===== config.mk =====
export PLATFORM = sky130hd
export DESIGN_NAME = mult_div_unit
export DESIGN_NICKNAME = d
export VERILOG_FILES = /design/src/rtl/mdu_pkg.sv /design/src/rtl/mdu_iter_step.sv /design/src/rtl/mult_div_unit.sv
export SDC_FILE = /design/constraint.sdc
export NUM_CORES = 1
export LEC_CHECK = 0
export CAP_MARGIN = 10
export CELL_PAD_IN_SITES_DETAIL_PLACEMENT = 1
export CELL_PAD_IN_SITES_GLOBAL_PLACEMENT = 1
export CORE_ASPECT_RATIO = 1.2
export CORE_MARGIN = 3
export CORE_UTILIZATION = 35
export CTS_CLUSTER_SIZE = 28
export DETAILED_ROUTE_END_ITERATION = 7
export GPL_TIMING_DRIVEN = 0
export PLACE_DENSITY_LB_ADDON = 0.1
export SLEW_MARGIN = 40
export SYNTH_ARGS = -nofsm -noshare
export SYNTH_HDL_FRONTEND = slang
export SYNTH_SLANG_ARGS = --single-unit

===== constraint.sdc =====
create_clock -name clk -period 4.4 [get_ports clk]
set_clock_uncertainty 0.05 [all_clocks]
set_input_delay 0.66 -clock clk [delete_from_list [all_inputs] [get_ports clk]]
set_output_delay 0.66 -clock clk [all_outputs]
set_load 0.05 [all_outputs]

===== src/rtl/mdu_pkg.sv =====
// Shared definitions for the iterative multiply/divide unit: op codes,
// FSM state encoding and helpers that derive the iteration count from WIDTH.
package mdu_pkg;

   localparam logic [1:0] MDU_MULT  = 2'b00;
   localparam logic [1:0] MDU_MULTU = 2'b01;
   localparam logic [1:0] MDU_DIV   = 2'b10;
   localparam logic [1:0] MDU_DIVU  = 2'b11;

   localparam int MDU_WIDTH = 32;

   typedef enum logic [1:0] {
      IDLE = 2'd0,
      CALC = 2'd1,
      FIX  = 2'd2,
      ZDIV = 2'd3
   } mdu_state_t;

   // One shift step per operand bit.
   function automatic int mdu_iters(input int width);
      return width;
   endfunction

   function automatic int mdu_cnt_bits(input int width);
      return (width > 1) ? $clog2(width) : 1;
   endfunction

   function automatic logic op_is_div(input logic [1:0] op);
      return op[1];
   endfunction

   function automatic logic op_is_signed(input logic [1:0] op);
      return ~op[0];
   endfunction

endpackage


===== src/rtl/mdu_iter_step.sv =====
// One iteration of the unit: shift-add for multiply, restoring
// shift-subtract for divide, both on unsigned magnitudes.
module mdu_iter_step #(
   parameter int WIDTH = 32
) (
   input  logic             is_div,
   input  logic [WIDTH:0]   rem_in,
   input  logic [WIDTH-1:0] q_in,
   input  logic [WIDTH:0]   operand,
   output logic [WIDTH:0]   rem_out,
   output logic [WIDTH-1:0] q_out
);

   logic [WIDTH:0]   sum;
   logic [WIDTH:0]   shifted;
   logic [WIDTH+1:0] diff;

   always_comb begin
      sum     = rem_in + (q_in[0] ? operand : '0);
      shifted = {rem_in[WIDTH-1:0], q_in[WIDTH-1]};
      diff    = {1'b0, shifted} - {1'b0, operand};
      rem_out = '0;
      q_out   = '0;
      if (is_div) begin
         // A borrow out of the trial subtraction means the divisor did not fit.
         if (diff[WIDTH+1]) begin
            rem_out = shifted;
            q_out   = {q_in[WIDTH-2:0], 1'b0};
         end else begin
            rem_out = diff[WIDTH:0];
            q_out   = {q_in[WIDTH-2:0], 1'b1};
         end
      end else begin
         rem_out = {1'b0, sum[WIDTH:1]};
         q_out   = {sum[0], q_in[WIDTH-1:1]};
      end
   end

endmodule


===== src/rtl/mult_div_unit.sv =====
// Iterative mult/multu/div/divu unit owning the HI/LO registers; raises busy
// while an operation is in flight so the execute stage can stall.
module mult_div_unit
   import mdu_pkg::*;
#(
   parameter int WIDTH = MDU_WIDTH
) (
   input  logic             clk,
   input  logic             reset,
   input  logic             start,
   input  logic [1:0]       op,
   input  logic [WIDTH-1:0] rs_val,
   input  logic [WIDTH-1:0] rt_val,
   input  logic             wr_hi,
   input  logic             wr_lo,
   input  logic [WIDTH-1:0] wr_data,
   output logic             busy,
   output logic             done,
   output logic             div_by_zero,
   output logic [WIDTH-1:0] hi,
   output logic [WIDTH-1:0] lo,
   output logic [1:0]       dbg_state
);

   localparam int ITERS = mdu_iters(WIDTH);
   localparam int CW    = mdu_cnt_bits(WIDTH);
   localparam logic [CW-1:0] LAST = CW'(ITERS - 1);

   mdu_state_t state_q, state_d;

   logic [CW-1:0]    cnt_q;
   logic [WIDTH:0]   rem_q;
   logic [WIDTH-1:0] q_q;
   logic [WIDTH:0]   opnd_q;
   logic             is_div_q, neg_p_q, neg_r_q;
   logic [WIDTH-1:0] hi_q, lo_q;
   logic             done_q, dbz_q;

   logic             sgn, rs_neg, rt_neg, rt_zero;
   logic [WIDTH-1:0] rs_mag;
   logic [WIDTH:0]   rt_ext, rt_mag;
   logic [WIDTH:0]   step_rem;
   logic [WIDTH-1:0] step_q;
   logic [2*WIDTH-1:0] prod, prod_fix;
   logic [WIDTH-1:0] quo_fix, rem_fix;

   // Handshake: start is taken only when busy=0 (state IDLE); busy stays high
   // until the edge that loads HI/LO, and done pulses for exactly that one cycle.
   assign busy        = (state_q != IDLE);
   assign done        = done_q;
   assign div_by_zero = dbz_q;
   assign hi          = hi_q;
   assign lo          = lo_q;
   assign dbg_state   = state_q;

   // The multiplier/dividend magnitude fits unsigned in WIDTH bits even for the
   // most-negative value; the divisor/multiplicand uses WIDTH+1.
   always_comb begin
      sgn     = op_is_signed(op);
      rs_neg  = sgn & rs_val[WIDTH-1];
      rt_neg  = sgn & rt_val[WIDTH-1];
      rt_zero = (rt_val == '0);
      rs_mag  = rs_neg ? -rs_val : rs_val;
      rt_ext  = {rt_neg, rt_val};
      rt_mag  = rt_neg ? -rt_ext : rt_ext;
   end

   mdu_iter_step #(.WIDTH(WIDTH)) u_step (
      .is_div  (is_div_q),
      .rem_in  (rem_q),
      .q_in    (q_q),
      .operand (opnd_q),
      .rem_out (step_rem),
      .q_out   (step_q)
   );

   always_comb begin
      prod     = {rem_q[WIDTH-1:0], q_q};
      prod_fix = neg_p_q ? -prod : prod;
      quo_fix  = neg_p_q ? -q_q : q_q;
      rem_fix  = neg_r_q ? -rem_q[WIDTH-1:0] : rem_q[WIDTH-1:0];
   end

   always_comb begin
      state_d = state_q;
      case (state_q)
         IDLE: if (start) state_d = (op_is_div(op) && rt_zero) ? ZDIV : CALC;
         CALC: if (cnt_q == LAST) state_d = FIX;
         FIX:  state_d = IDLE;
         ZDIV: state_d = IDLE;
         default: state_d = IDLE;
      endcase
   end

   always_ff @(posedge clk) begin
      if (reset) state_q <= IDLE;
      else       state_q <= state_d;
   end

   always_ff @(posedge clk) begin
      if (reset) begin
         cnt_q    <= '0;
         rem_q    <= '0;
         q_q      <= '0;
         opnd_q   <= '0;
         is_div_q <= 1'b0;
         neg_p_q  <= 1'b0;
         neg_r_q  <= 1'b0;
         hi_q     <= '0;
         lo_q     <= '0;
         done_q   <= 1'b0;
         dbz_q    <= 1'b0;
      end else begin
         done_q <= 1'b0;
         case (state_q)
            IDLE: begin
               if (start) begin
                  dbz_q    <= 1'b0;
                  cnt_q    <= '0;
                  rem_q    <= '0;
                  is_div_q <= op_is_div(op);
                  neg_p_q  <= rs_neg ^ rt_neg;
                  neg_r_q  <= rs_neg;
                  opnd_q   <= rt_mag;
                  // A zero divisor keeps the raw dividend so ZDIV can return it in HI.
                  q_q      <= (op_is_div(op) && rt_zero) ? rs_val : rs_mag;
               end else begin
                  if (wr_hi) hi_q <= wr_data;
                  if (wr_lo) lo_q <= wr_data;
               end
            end
            CALC: begin
               rem_q <= step_rem;
               q_q   <= step_q;
               cnt_q <= (cnt_q == LAST) ? '0 : cnt_q + CW'(1);
            end
            FIX: begin
               if (is_div_q) begin
                  hi_q <= rem_fix;
                  lo_q <= quo_fix;
               end else begin
                  hi_q <= prod_fix[2*WIDTH-1:WIDTH];
                  lo_q <= prod_fix[WIDTH-1:0];
               end
               done_q <= 1'b1;
            end
            ZDIV: begin
               hi_q   <= q_q;
               lo_q   <= '1;
               dbz_q  <= 1'b1;
               done_q <= 1'b1;
            end
            default: ;
         endcase
      end
   end

endmodule


==> summary.txt <==
Synth
  – Number of standard cells after synthesis: roughly 1900
  – Syn nets: ~2100
  – Top cells by area in the synthesized netlist: sky130_fd_sc_hd__dfxtp_1 24%, sky130_fd_sc_hd__a211oi_1 7.2%, sky130_fd_sc_hd__ha_1 6.2%, sky130_fd_sc_hd__xnor2_1 5.7%, sky130_fd_sc_hd__nor2_1 5.2%
  – Number of distinct library cell variants in the gate-level netlist after synthesis: 76
  – Share of the synthesized area in the top cell type: about a quarter
  – Post-synth top area cell: sky130_fd_sc_hd__dfxtp_1
  – Flip-flop and latch count after synthesis: ~170
  – Mean post-synth cell area: about 7.6 sq um
  – Seq/Total Area, Yosys: roughly 24%
  – Async set or reset register ratio after synthesis: 0%
  – EDFF count, synth: 0
  – Mapped Area: 14300 sq um
  – Dominant synthesized flop cell: sky130_fd_sc_hd__dfxtp_1
  – Yosys warns: 0

Clock tree
  – Clock tree from TritonCTS: yes
  – Max Root-Sink Buffers: 2
  – Worst-path clk slew: 0.08 ns
  – Number of CTS-inserted buffers: 17
  – Latest clock arrival within the worst-skew pair: around 0.46 ns
  – CTS sink count: roughly 170
  – CTS H-tree lvls: 4
  – Root Driver: sky130_fd_sc_hd__clkbuf_16

GRT
  – Grt met3 use: roughly 3.3%
  – Initial antenna violation count: 0
  – Overall track demand over capacity in global routing: around 29%
  – Global-route congestion overflow total: 0
  – Busiest metal layer after global routing: met2
  – Via count of the first global-routing pass: around 16000
  – Wire length of the first global-routing pass: roughly 95000 microns
  – Pin count of the biggest net entering global routing: 17
  – Met2 track utilization from global routing: roughly half
  – Met1 Usage GRT: roughly a third

Floorplanning
  – Width of the die: approximately 190 microns
  – Count of pins on the block boundary: around 170
  – Std-Cell Core Area: between 40000 and 50000 sq um
  – Number of rows in the core area: 80
  – Initial Util: between 30% and 40%
  – Die outline height: between 200 and 250 microns
  – Full die area: around 43000 sq um

Place
  – DP Wirelength: around 51000 microns
  – RD Place Congestion: about 0.92
  – IO Port Bufs: 170
  – Placed standard-cell area: between 15000 and 20000 sq um

Pwr
  – Static leakage: 6.31 nW
  – Pwr per Cell Area: between 200 and 300 nW/um^2
  – Net switching power figure: between 0.0015 and 0.002 W
  – Switching portion of total power: a little under two fifths
  – Internal Pwr Total: about 0.0031 W
  – Clock network fraction of total power: between 30% and 40%
  – Logic gate share of total power: approximately a third
  – VDD IR-drop max: approximately 300 uV
  – Sequential share of power: 36.4%

STA
  – Transition time at the pin with the least slew margin: around 0.84 ns
  – Total of endpoints with negative setup slack in the final report: 0
  – Number of endpoints with negative hold slack in the final report: 0
  – Max-slew violation count: 0
  – Highest achievable clock rate: ~0.25 GHz
  – Unrepaired setup endpoints after global routing: false
  – Final critical delay including setup and external delays: about 4 ns
  – Worst relative slew slack: 44.0%
  – Part of the cycle the worst path needs: 91.5%
  – Total negative slack: 0 ns

Critical path
  – Sort of element at the start of the critical path: flip-flop
  – Master of the slowest instance on the critical path: sky130_fd_sc_hd__clkbuf_1
  – CP delay by family, top: compound AO/OA/AOI/OAI gates
  – Crit path largest cell delay: approximately 0.45 ns
  – Data required, critical path: between 4 and 5 ns
  – Highest fanout seen on the critical path: 10
  – Worst Path Buf+Inv: 2
  – Class of the most critical setup path: flip-flop to flip-flop
  – R2r worst-path depth: 13
  – Endpoint kind of the worst setup timing path: flip-flop
  – Number of logic stages on the critical path including buffering: 13
  – Cells traversed along the worst timing path: inv_1 > clkbuf_1 > nor2_1 > ha_1 > a21o_1 > a2bb2oi_1 > a211oi_1 > or2_2 > a311o_1 > a221oi_1 > xnor2_1 > a22oi_1 > o211ai_1
  – Crit path DAT: roughly 4.3 ns

Cells and area
  – Share of cells above drive strength 1: 3.25%
  – Post-route standard cell area excluding fillers: around 17000 sq um
  – Area growth syn-to-layout: 20.6%
  – Final layout net count: around 2300
  – Antenna cells: 0

Routing
  – DRT Pass-1 Iters: 5
  – Count of unresolved DRC violations after routing: 0
  – DRT Wirelength: between 60000 and 70000 microns
  – Average via count per standard cell: about 5.9
  – DRC violation total after the first TritonRoute iteration: between 900 and 1000
  – Residual antenna-violating net count after detailed routing: 0
  – Average wire per cell in the routed design: 23.9 microns
  – Total vias in the final route: ~15000

Run status
  – Run status: complete, no violations

Job
  – Number of maximum-capacitance constraint violations: 0

Worst hold path
  – Worst Hold Path Cells: 1
  – Min-Delay Path Class: flip-flop to flip-flop
## per-stage QoR
step / std cells / util, % / hold WS, ns / setup WS (ns) / power (W)
after floorplan: 1891 / - / 0.364 / 1.12 / 0.00278
final: 2624 / 43.1 / 0.405 / 0.373 / 0.00491
after CTS: 2625 / 43.1 / 0.400 / 0.0363 / 0.00494
after global routing: 2624 / 43.1 / 0.438 / 0.129 / 0.00514
after detailed placement: 2594 / 41.6 / 0.387 / 0.00579 / 0.00337
after global placement: 2594 / 41.6 / 0.385 / 0.00397 / 0.00335
## per-layer routing
metal / wire, microns / up-vias
li1: - / 7295
met1: 25700 / 7570
met2: 30600 / 382
met3: 2270 / 116
met4: 3990 / 0
met5: 0 / -
## what timing repair did
action / CTS / global route
resized for setup: 0 / 2
hold buffers: 0 / 0
buffers inserted: 0 / 0
endpoints found under the setup margin: 0 / 7
## Yosys cell counts, types with 21 or more instances
| cell | number |
|---|---|
| sky130_fd_sc_hd__nor2_1 | 199 |
| sky130_fd_sc_hd__dfxtp_1 | 174 |
| sky130_fd_sc_hd__a21oi_1 | 145 |
| sky130_fd_sc_hd__a211oi_1 | 137 |
| sky130_fd_sc_hd__nand2_1 | 135 |
| sky130_fd_sc_hd__o21ai_0 | 121 |
| sky130_fd_sc_hd__clkbuf_1 | 116 |
| sky130_fd_sc_hd__xnor2_1 | 93 |
| sky130_fd_sc_hd__xor2_1 | 74 |
| sky130_fd_sc_hd__ha_1 | 71 |
| sky130_fd_sc_hd__inv_1 | 63 |
| sky130_fd_sc_hd__mux2i_1 | 60 |
| sky130_fd_sc_hd__nor2b_1 | 54 |
| sky130_fd_sc_hd__nor3_1 | 48 |
| sky130_fd_sc_hd__a21o_1 | 27 |
| sky130_fd_sc_hd__nand3_1 | 23 |
| sky130_fd_sc_hd__o31ai_1 | 23 |
| sky130_fd_sc_hd__a221oi_1 | 21 |
| sky130_fd_sc_hd__nand2b_1 | 21 |
## cell families (layout without fill, tap and decap cells)
| kind of cell | count (synthesis) | in the layout | synth area share [%] |
|---|---|---|---|
| AOI/OAI and AO/OA | 615 | 615 | 28.7 |
| xor gates and xnor gates | 167 | 167 | 10.2 |
| adders and majority gates | 73 | 73 | 6.49 |
| buffers and inverters | 198 | 398 | 5.31 |
| DFF | 174 | 174 | 24.4 |
| muxes | 65 | 65 | 4.62 |
| and+or+nand+nor | 599 | 599 | 20.3 |
## sequential cells by signal, summed over array words and instances, names as in the netlist
signal	flops
hi	32
is_div_q	1
cnt_q	5
q_q	32
done	1
opnd_q	33
dbg_state	2
lo	32
neg_r_q	1
div_by_zero	1
neg_p_q	1
rem_q	33
## layout by cell type (no fill, tap or decap), types with 27 or more instances in the layout
master,instances
sky130_fd_sc_hd__xnor2_1,93
sky130_fd_sc_hd__nor2b_1,54
sky130_fd_sc_hd__clkdlybuf4s50_1,170
sky130_fd_sc_hd__mux2i_1,60
sky130_fd_sc_hd__o21ai_0,121
sky130_fd_sc_hd__a211oi_1,137
sky130_fd_sc_hd__dfxtp_1,173
sky130_fd_sc_hd__inv_1,63
sky130_fd_sc_hd__nor3_1,48
sky130_fd_sc_hd__xor2_1,74
sky130_fd_sc_hd__nand2_1,135
sky130_fd_sc_hd__nor2_1,199
sky130_fd_sc_hd__a21o_1,27
sky130_fd_sc_hd__a21oi_1,145
sky130_fd_sc_hd__ha_1,71
sky130_fd_sc_hd__clkbuf_1,116
## worst paths after layout
path | from | endpoint | slack, ns
worst max-delay path | q_q[0]$_SDFFE_PP0P_ | rem_q[22]$_SDFFE_PP0P_ | 0.37
worst max register to register | q_q[0]$_SDFFE_PP0P_ | rem_q[22]$_SDFFE_PP0P_ | 0.37
worst min-delay path | cnt_q[3]$_SDFFE_PP0P_ | cnt_q[3]$_SDFFE_PP0P_ | 0.40
worst min register to register | cnt_q[3]$_SDFFE_PP0P_ | cnt_q[3]$_SDFFE_PP0P_ | 0.40
## power groups by stage
stage	logic (W)	clock network, W	registers, W
6_report	0.00156	0.00156	0.00179
2_1_floorplan	0.000873	0	0.00190
3_5_place_dp	0.00156	0	0.00182
4_1_cts	0.00156	0.00159	0.00178
3_3_place_gp	0.00153	0	0.00181
5_1_grt	0.00170	0.00165	0.00180
## cell type report
type | count | area, sq um
clock buffers | 21 | 460
repair buffers | 170 | 1700
plain buffers | 133 | 517
clock inverters | 10 | 106
flip-flops and latches | 174 | 3480
well taps | 533 | 667
inverters | 64 | 240
fillers | 4978 | 22800
multi-input cells | 1519 | 10100
Note: power is estimated with default switching activity, not from simulation.
